**config.mk**
```make
export PLATFORM = sky130hd
export DESIGN_NAME = inst_sequencer
export DESIGN_NICKNAME = d
export VERILOG_FILES = /design/src/rtl/inst_sequencer.sv
export SDC_FILE = /design/constraint.sdc
export NUM_CORES = 1
export LEC_CHECK = 0
export ABC_AREA = 0
export ABC_CLOCK_PERIOD_IN_PS = 2680
export CAP_MARGIN = 20
export CELL_PAD_IN_SITES_DETAIL_PLACEMENT = 0
export CELL_PAD_IN_SITES_GLOBAL_PLACEMENT = 2
export CORE_AREA = 10 10 181 183
export DETAILED_ROUTE_END_ITERATION = 7
export DIE_AREA = 0 0 191 193
export HOLD_SLACK_MARGIN = 0.05
export PLACE_DENSITY = 0.73
export SLEW_MARGIN = 25
export SYNTH_ARGS = -nofsm -noshare
export SYNTH_HDL_FRONTEND = slang
export SYNTH_SLANG_ARGS = --single-unit
```
**constraint.sdc**
```tcl
create_clock -name clock -period 2.68 [get_ports clock]
set_clock_uncertainty 0.15 [all_clocks]
set_input_delay 0.268 -clock clock [delete_from_list [all_inputs] [get_ports clock]]
set_output_delay 0.268 -clock clock [all_outputs]
set_load 0.03 [all_outputs]
```
**src/rtl/inst_sequencer.sv**
```systemverilog
// Instruction sequencer: replays a stored program to three processors, issuing one
// instruction at a time and waiting for the target to go busy and then idle again.
module inst_sequencer #(
  parameter int DEPTH   = 16,
  parameter int TIMEOUT = 32,
  localparam int AW     = $clog2(DEPTH),
  localparam int TW     = (TIMEOUT > 1) ? $clog2(TIMEOUT) : 1
) (
  input  logic          clock,
  input  logic          reset,
  input  logic          start,
  input  logic [AW:0]   prog_len,
  input  logic          load_en,
  input  logic [AW-1:0] load_addr,
  input  logic [15:0]   load_data,
  input  logic          done_p0,
  input  logic          done_p1,
  input  logic          done_p2,
  output logic [1:0]    proc,
  output logic [1:0]    opcode,
  output logic [3:0]    tag,
  output logic [7:0]    data,
  output logic          inst_valid,
  output logic [AW-1:0] pc,
  output logic [AW:0]   issued,
  output logic          finished,
  output logic [1:0]    err
);

  typedef enum logic [2:0] {
    IDLE  = 3'd0,
    ISSUE = 3'd1,
    ACK   = 3'd2,
    BUSY  = 3'd3,
    FIN   = 3'd4
  } state_t;

  localparam logic [AW:0]   CNT_ONE   = (AW + 1)'(1);
  localparam logic [AW:0]   CNT_DEPTH = (AW + 1)'(DEPTH);
  localparam logic [TW-1:0] TMR_ONE   = TW'(1);
  localparam logic [TW-1:0] TMR_LAST  = TW'(TIMEOUT - 1);

  localparam logic [1:0] ERR_NONE    = 2'b00;
  localparam logic [1:0] ERR_PROC    = 2'b01;
  localparam logic [1:0] ERR_TIMEOUT = 2'b10;

  logic [15:0]   store [DEPTH];
  state_t        state;
  state_t        state_next;
  logic [AW:0]   len;
  logic [AW:0]   len_in;
  logic [AW:0]   pc_cnt;
  logic [AW:0]   pc_inc;
  logic [AW:0]   issued_cnt;
  logic [TW-1:0] timer;
  logic [1:0]    err_q;
  logic [15:0]   word_held;
  logic [15:0]   cur_word;
  logic [15:0]   word_out;
  logic          all_idle;
  logic          target_done;
  logic          last;
  logic          accept;
  logic          skip;
  logic          complete;
  logic          expired;

  assign all_idle = done_p0 & done_p1 & done_p2;
  assign len_in   = (prog_len > CNT_DEPTH) ? CNT_DEPTH : prog_len;
  assign pc_inc   = pc_cnt + CNT_ONE;
  assign last     = (pc_inc == len);
  assign cur_word = store[pc_cnt[AW-1:0]];

  always_comb begin
    case (word_held[15:14])
      2'b00:   target_done = done_p0;
      2'b01:   target_done = done_p1;
      default: target_done = done_p2;
    endcase
  end

  // Store is writable only while no run is in flight; contents survive reset.
  always_ff @(posedge clock) begin
    if (load_en && (state == IDLE || state == FIN)) begin
      store[load_addr] <= load_data;
    end
  end

  always_ff @(posedge clock) begin
    if (!reset) begin
      state <= IDLE;
    end else begin
      state <= state_next;
    end
  end

  always_comb begin
    state_next = state;
    accept     = 1'b0;
    skip       = 1'b0;
    complete   = 1'b0;
    expired    = 1'b0;
    inst_valid = 1'b0;
    finished   = 1'b0;
    case (state)
      IDLE, FIN: begin
        finished = (state == FIN);
        if (start && all_idle) begin
          accept     = 1'b1;
          state_next = (len_in == '0) ? FIN : ISSUE;
        end
      end
      ISSUE: begin
        inst_valid = 1'b1;
        if (cur_word[15:14] == 2'b11) begin
          skip       = 1'b1;
          state_next = last ? FIN : ISSUE;
        end else begin
          state_next = ACK;
        end
      end
      ACK: begin
        if (!target_done) begin
          state_next = BUSY;
        end else if (timer == TMR_LAST) begin
          expired    = 1'b1;
          complete   = 1'b1;
          state_next = last ? FIN : ISSUE;
        end
      end
      BUSY: begin
        if (all_idle) begin
          complete   = 1'b1;
          state_next = last ? FIN : ISSUE;
        end
      end
      default: state_next = IDLE;
    endcase
  end

  // Run bookkeeping; err only ever moves away from ERR_NONE once per run.
  always_ff @(posedge clock) begin
    if (!reset) begin
      len        <= '0;
      pc_cnt     <= '0;
      issued_cnt <= '0;
      timer      <= '0;
      err_q      <= ERR_NONE;
      word_held  <= '0;
    end else begin
      if (accept) begin
        len        <= len_in;
        pc_cnt     <= '0;
        issued_cnt <= '0;
        err_q      <= ERR_NONE;
      end
      if (state == ISSUE) begin
        word_held <= cur_word;
        timer     <= '0;
      end
      if (state == ACK && target_done && !expired) begin
        timer <= timer + TMR_ONE;
      end
      if (skip) begin
        pc_cnt <= pc_inc;
        if (err_q == ERR_NONE) begin
          err_q <= ERR_PROC;
        end
      end
      if (complete) begin
        pc_cnt     <= pc_inc;
        issued_cnt <= issued_cnt + CNT_ONE;
      end
      if (expired && err_q == ERR_NONE) begin
        err_q <= ERR_TIMEOUT;
      end
    end
  end

  assign word_out = (state == ISSUE) ? cur_word : word_held;
  assign proc     = word_out[15:14];
  assign opcode   = word_out[13:12];
  assign tag      = word_out[11:8];
  assign data     = word_out[7:0];
  assign pc       = pc_cnt[AW-1:0];
  assign issued   = issued_cnt;
  assign err      = err_q;

endmodule

```
==> out/metrics.csv <==
stage;metric;value;unit
run_status;result of the run;finished, violations left;
run_status;failing checks;negative setup slack;
sta;unrepaired setup endpoints after global routing;true;
synth;nets in the synthesized netlist;693;
critical_path;master of the slowest instance on the critical path;mux4_2;
power_and_ir_drop;Switching Power;2.271;mW
sta;count of endpoints failing setup in the final report;16;
synth;proportion of register bits with asynchronous set or reset after synthesis;0;%
synth;number of synthesis warnings;0;
global_route;pin count of the biggest net entering global routing;25;
critical_path;Worst Path Required;2.26;ns
die;die extent in x;191;um
sta;number of hold violations in the final report;0;
power_and_ir_drop;net switching fraction of the power;21.26;%
die;placement row count;63;
power_and_ir_drop;combinational share of power;7.6;%
die;I/O pin cnt;61;
sta;worst slew margin relative to its limit;61.76;%
layout;fraction of layout instances using a drive strength above 1;34.02;%
synth;largest cells by area after synthesis;edfxtp_1 65%, mux4_2 15%, dfxtp_1 7.6%, nand2_1 1.8%, a21oi_1 1.6%;
critical_path;number of cells on the worst reg-to-reg path;11;
detailed_routing;drt first pass iters;5;
sta;number of slew-limit violations in the final report;0;
detailed_routing;Remaining DRCs;0;
clocking;clock transition at the registers of the reported paths;0.06;ns
global_route;wire length of the first global-routing pass;42550;um
synth;gate count after technology mapping;657;
detailed_routing;Final ANT Viol Nets;0;
critical_path;Crit path largest cell delay;0.55;ns
sta;pin slew with the least headroom to its limit;0.5718;ns
global_route;GRT overflow;0;
detailed_routing;wire per inst;22.73;um
clocking;Inserted Clock Buffers;31;
synth;dominant cell by count in the synthesized netlist;edfxtp_1;
synth;top_reg_cell synth;edfxtp_1;
sta;maximum clock frequency;326.0;MHz
sta;post-layout worst setup margin;-0.3875;ns
critical_path;startpoint kind of the worst setup timing path;flip-flop;
power_and_ir_drop;part of the total power dissipated in sequential elements;48.6;%
layout;Antenna Diode Count;0;
clocking;clock latency at the later pin of the worst-skew pair;0.56;ns
clocking;TritonCTS clock tree;yes;
sta;Tmin final;3.067;ns
critical_path;CP Class;flip-flop to output port;
placement;GPL Wtd Cong;0.8218;
clocking;number of hold buffers added after cts;0;
global_route;GR Util All Layers;15.26;%
power_and_ir_drop;Internal Pwr Total;8.412;mW
min_path;classification of the worst-slack hold path;primary input to flip-flop;
placement;number of I/O port buffers;60;
synth;cell taking the most area after synthesis;edfxtp_1;
synth;#FFs+latches synth;301;
placement;HPWL after DPL;16570;um
layout;# nets final;837;
layout;Non-Filler Cell Area, Final;0.01515;mm^2
critical_path;Critical Path Sink Type;output port;
min_path;Hold Path Stages;3;
synth;Cell variety after synth;50;
detailed_routing;number of DRC markers after the initial detailed-route iteration;499;
flow_run;# Max-Cap Violations;0;
power_and_ir_drop;Power per Cell Area;705.1;mW/mm^2
sta;portion of the clock cycle consumed by the worst path in the final layout;114.5;%
layout;P&R area growth vs syn;27.95;%
critical_path;largest driver fanout on the critical path;6;
synth;post-synth design cell area;0.01184;mm^2
die;die extent in y;193;um
critical_path;cells along the critical path;buf_8 -> buf_12 -> mux4_2 -> mux4_2 -> nand2_2 -> nand2_2 -> buf_6;
detailed_routing;aggregate routed wire length;27640;um
clocking;root buffer cell;clkbuf_16;
synth;post-synthesis sequential area ratio;72.53;%
detailed_routing;vias per inst;5.377;
clocking;depth of the CTS H-tree;1;
power_and_ir_drop;total leakage power;5.009;nW
synth;top cell type's share of synthesized area;64.92;%
critical_path;critical path arrival;2.65;ns
global_route;vias in the first global route;6876;
clocking;Clock Path Buffers;3;
clocking;CTS Sinks;301;
placement;Placement Cell Area;0.01344;mm^2
global_route;antenna violations before repair;2;
synth;Syn Area/Cell;18.02;um^2
power_and_ir_drop;Clock power frac;43.7;%
power_and_ir_drop;Max IR drop VDD;0.5173;mV
die;initial standard-cell utilization of the core;40.49;%
power_and_ir_drop;final total power;10.68;mW
detailed_routing;via count;6539;
die;Total Die Area;0.03686;mm^2
synth;most frequent cells after synthesis;256 x edfxtp_1, 77 x mux4_2, 58 x nand2_1;
synth;number of enable-type register cells in the synthesized netlist;256;
die;Core ar.;0.02924;mm^2
==> flip-flops by register name (all words and copies together) (netlist names), named ones only <==
signal and count:
store 256, word_held 16, issued 5, len 5
pc_cnt 5, timer 5, state 3, err 2
==> path summary, 6_finish.rpt <==
path / start / to / slack, ns
setup / recovery: flip-flop / data[2] / -0.39
hold / removal: reset / err[1] / 0.24
hold reg to reg: timer[3] / timer[3] / 0.29
setup reg to reg: flip-flop / pc_cnt[4] / 0
==> per-layer routing <==
metal	vias up	track usage, %	wire [um]
li1	2925	-	-
met3	33	2.896	1831
met1	3384	21.16	12020
met5	-	0	31
met4	4	3.513	393
met2	193	24.57	13360
==> repair_timing <==
item,CTS,global route
pin swaps,17,11
gates resized for setup,119,25
buffers inserted,34,5
cloned,4,0
endpoints found under the setup margin,19,28
==> metrics by stage <==
stage	cells	util, %	worst slack (ns)	TNS (ns)	hold slack [ns]
after floorplan	657	-	0.006496	0	0.2169
after global placement	1128	45.95	-0.07590	-0.5110	0.2779
after detailed placement	1128	45.95	-0.09971	-0.7009	0.2838
after CTS	1224	51.83	-0.4321	-6.689	0.2268
after global routing	1216	51.81	-0.4527	-6.345	0.2462
final	1216	51.81	-0.3875	-4.678	0.2368
==> cell usage in the layout (no fill, tap or decap), types with 15 or more instances in the layout <==
cell type        instances
nand3_1                 15
edfxtp_1               256
mux4_2                  77
nor2_1                  34
nand2_2                 24
buf_6                   24
clkbuf_16               31
nand2_1                 31
buf_4                   41
clkdlybuf4s50_1         42
dfxtp_1                 42
buf_12                  25
a21oi_1                 34
==> critical path, delay by kind of cell (launching register included) <==
family | cells | cell delay [ns]
flops | 1 | 0.42
buf+inv | 3 | 0.41
mux | 2 | 1.06
simple gates | 2 | 0.19
==> final cells by class <==
type / count / area [um^2]
repair buffers: 141 / 1650
well taps: 390 / 488.0
clock inverters: 26 / 341.6
flip-flops and latches: 301 / 8594
multi-input cells: 320 / 3267
inverters: 6 / 30.03
clock buffers: 32 / 779.5
fillers: 2296 / 14090
==> cell families after synthesis <==
logic type / share of synthesized area [%]
buffers and inverters: 1.437
adders and majority gates: 0.4227
muxes: 15.79
DFF: 72.53
AOI/OAI and AO/OA: 3.392
and+or+nand+nor: 6.065
xor gates and xnor gates: 0.3699
==> power groups by stage <==
stage | clock (mW) | sequential, mW | combinational (mW)
2_1_floorplan | 0 | 5.29 | 0.365
3_3_place_gp | 0 | 5.29 | 0.694
3_5_place_dp | 0 | 5.30 | 0.709
4_1_cts | 4.76 | 5.20 | 0.824
5_1_grt | 4.98 | 5.20 | 0.883
6_report | 4.67 | 5.20 | 0.816
No activity file was read; power rests on OpenSTA's default activity.
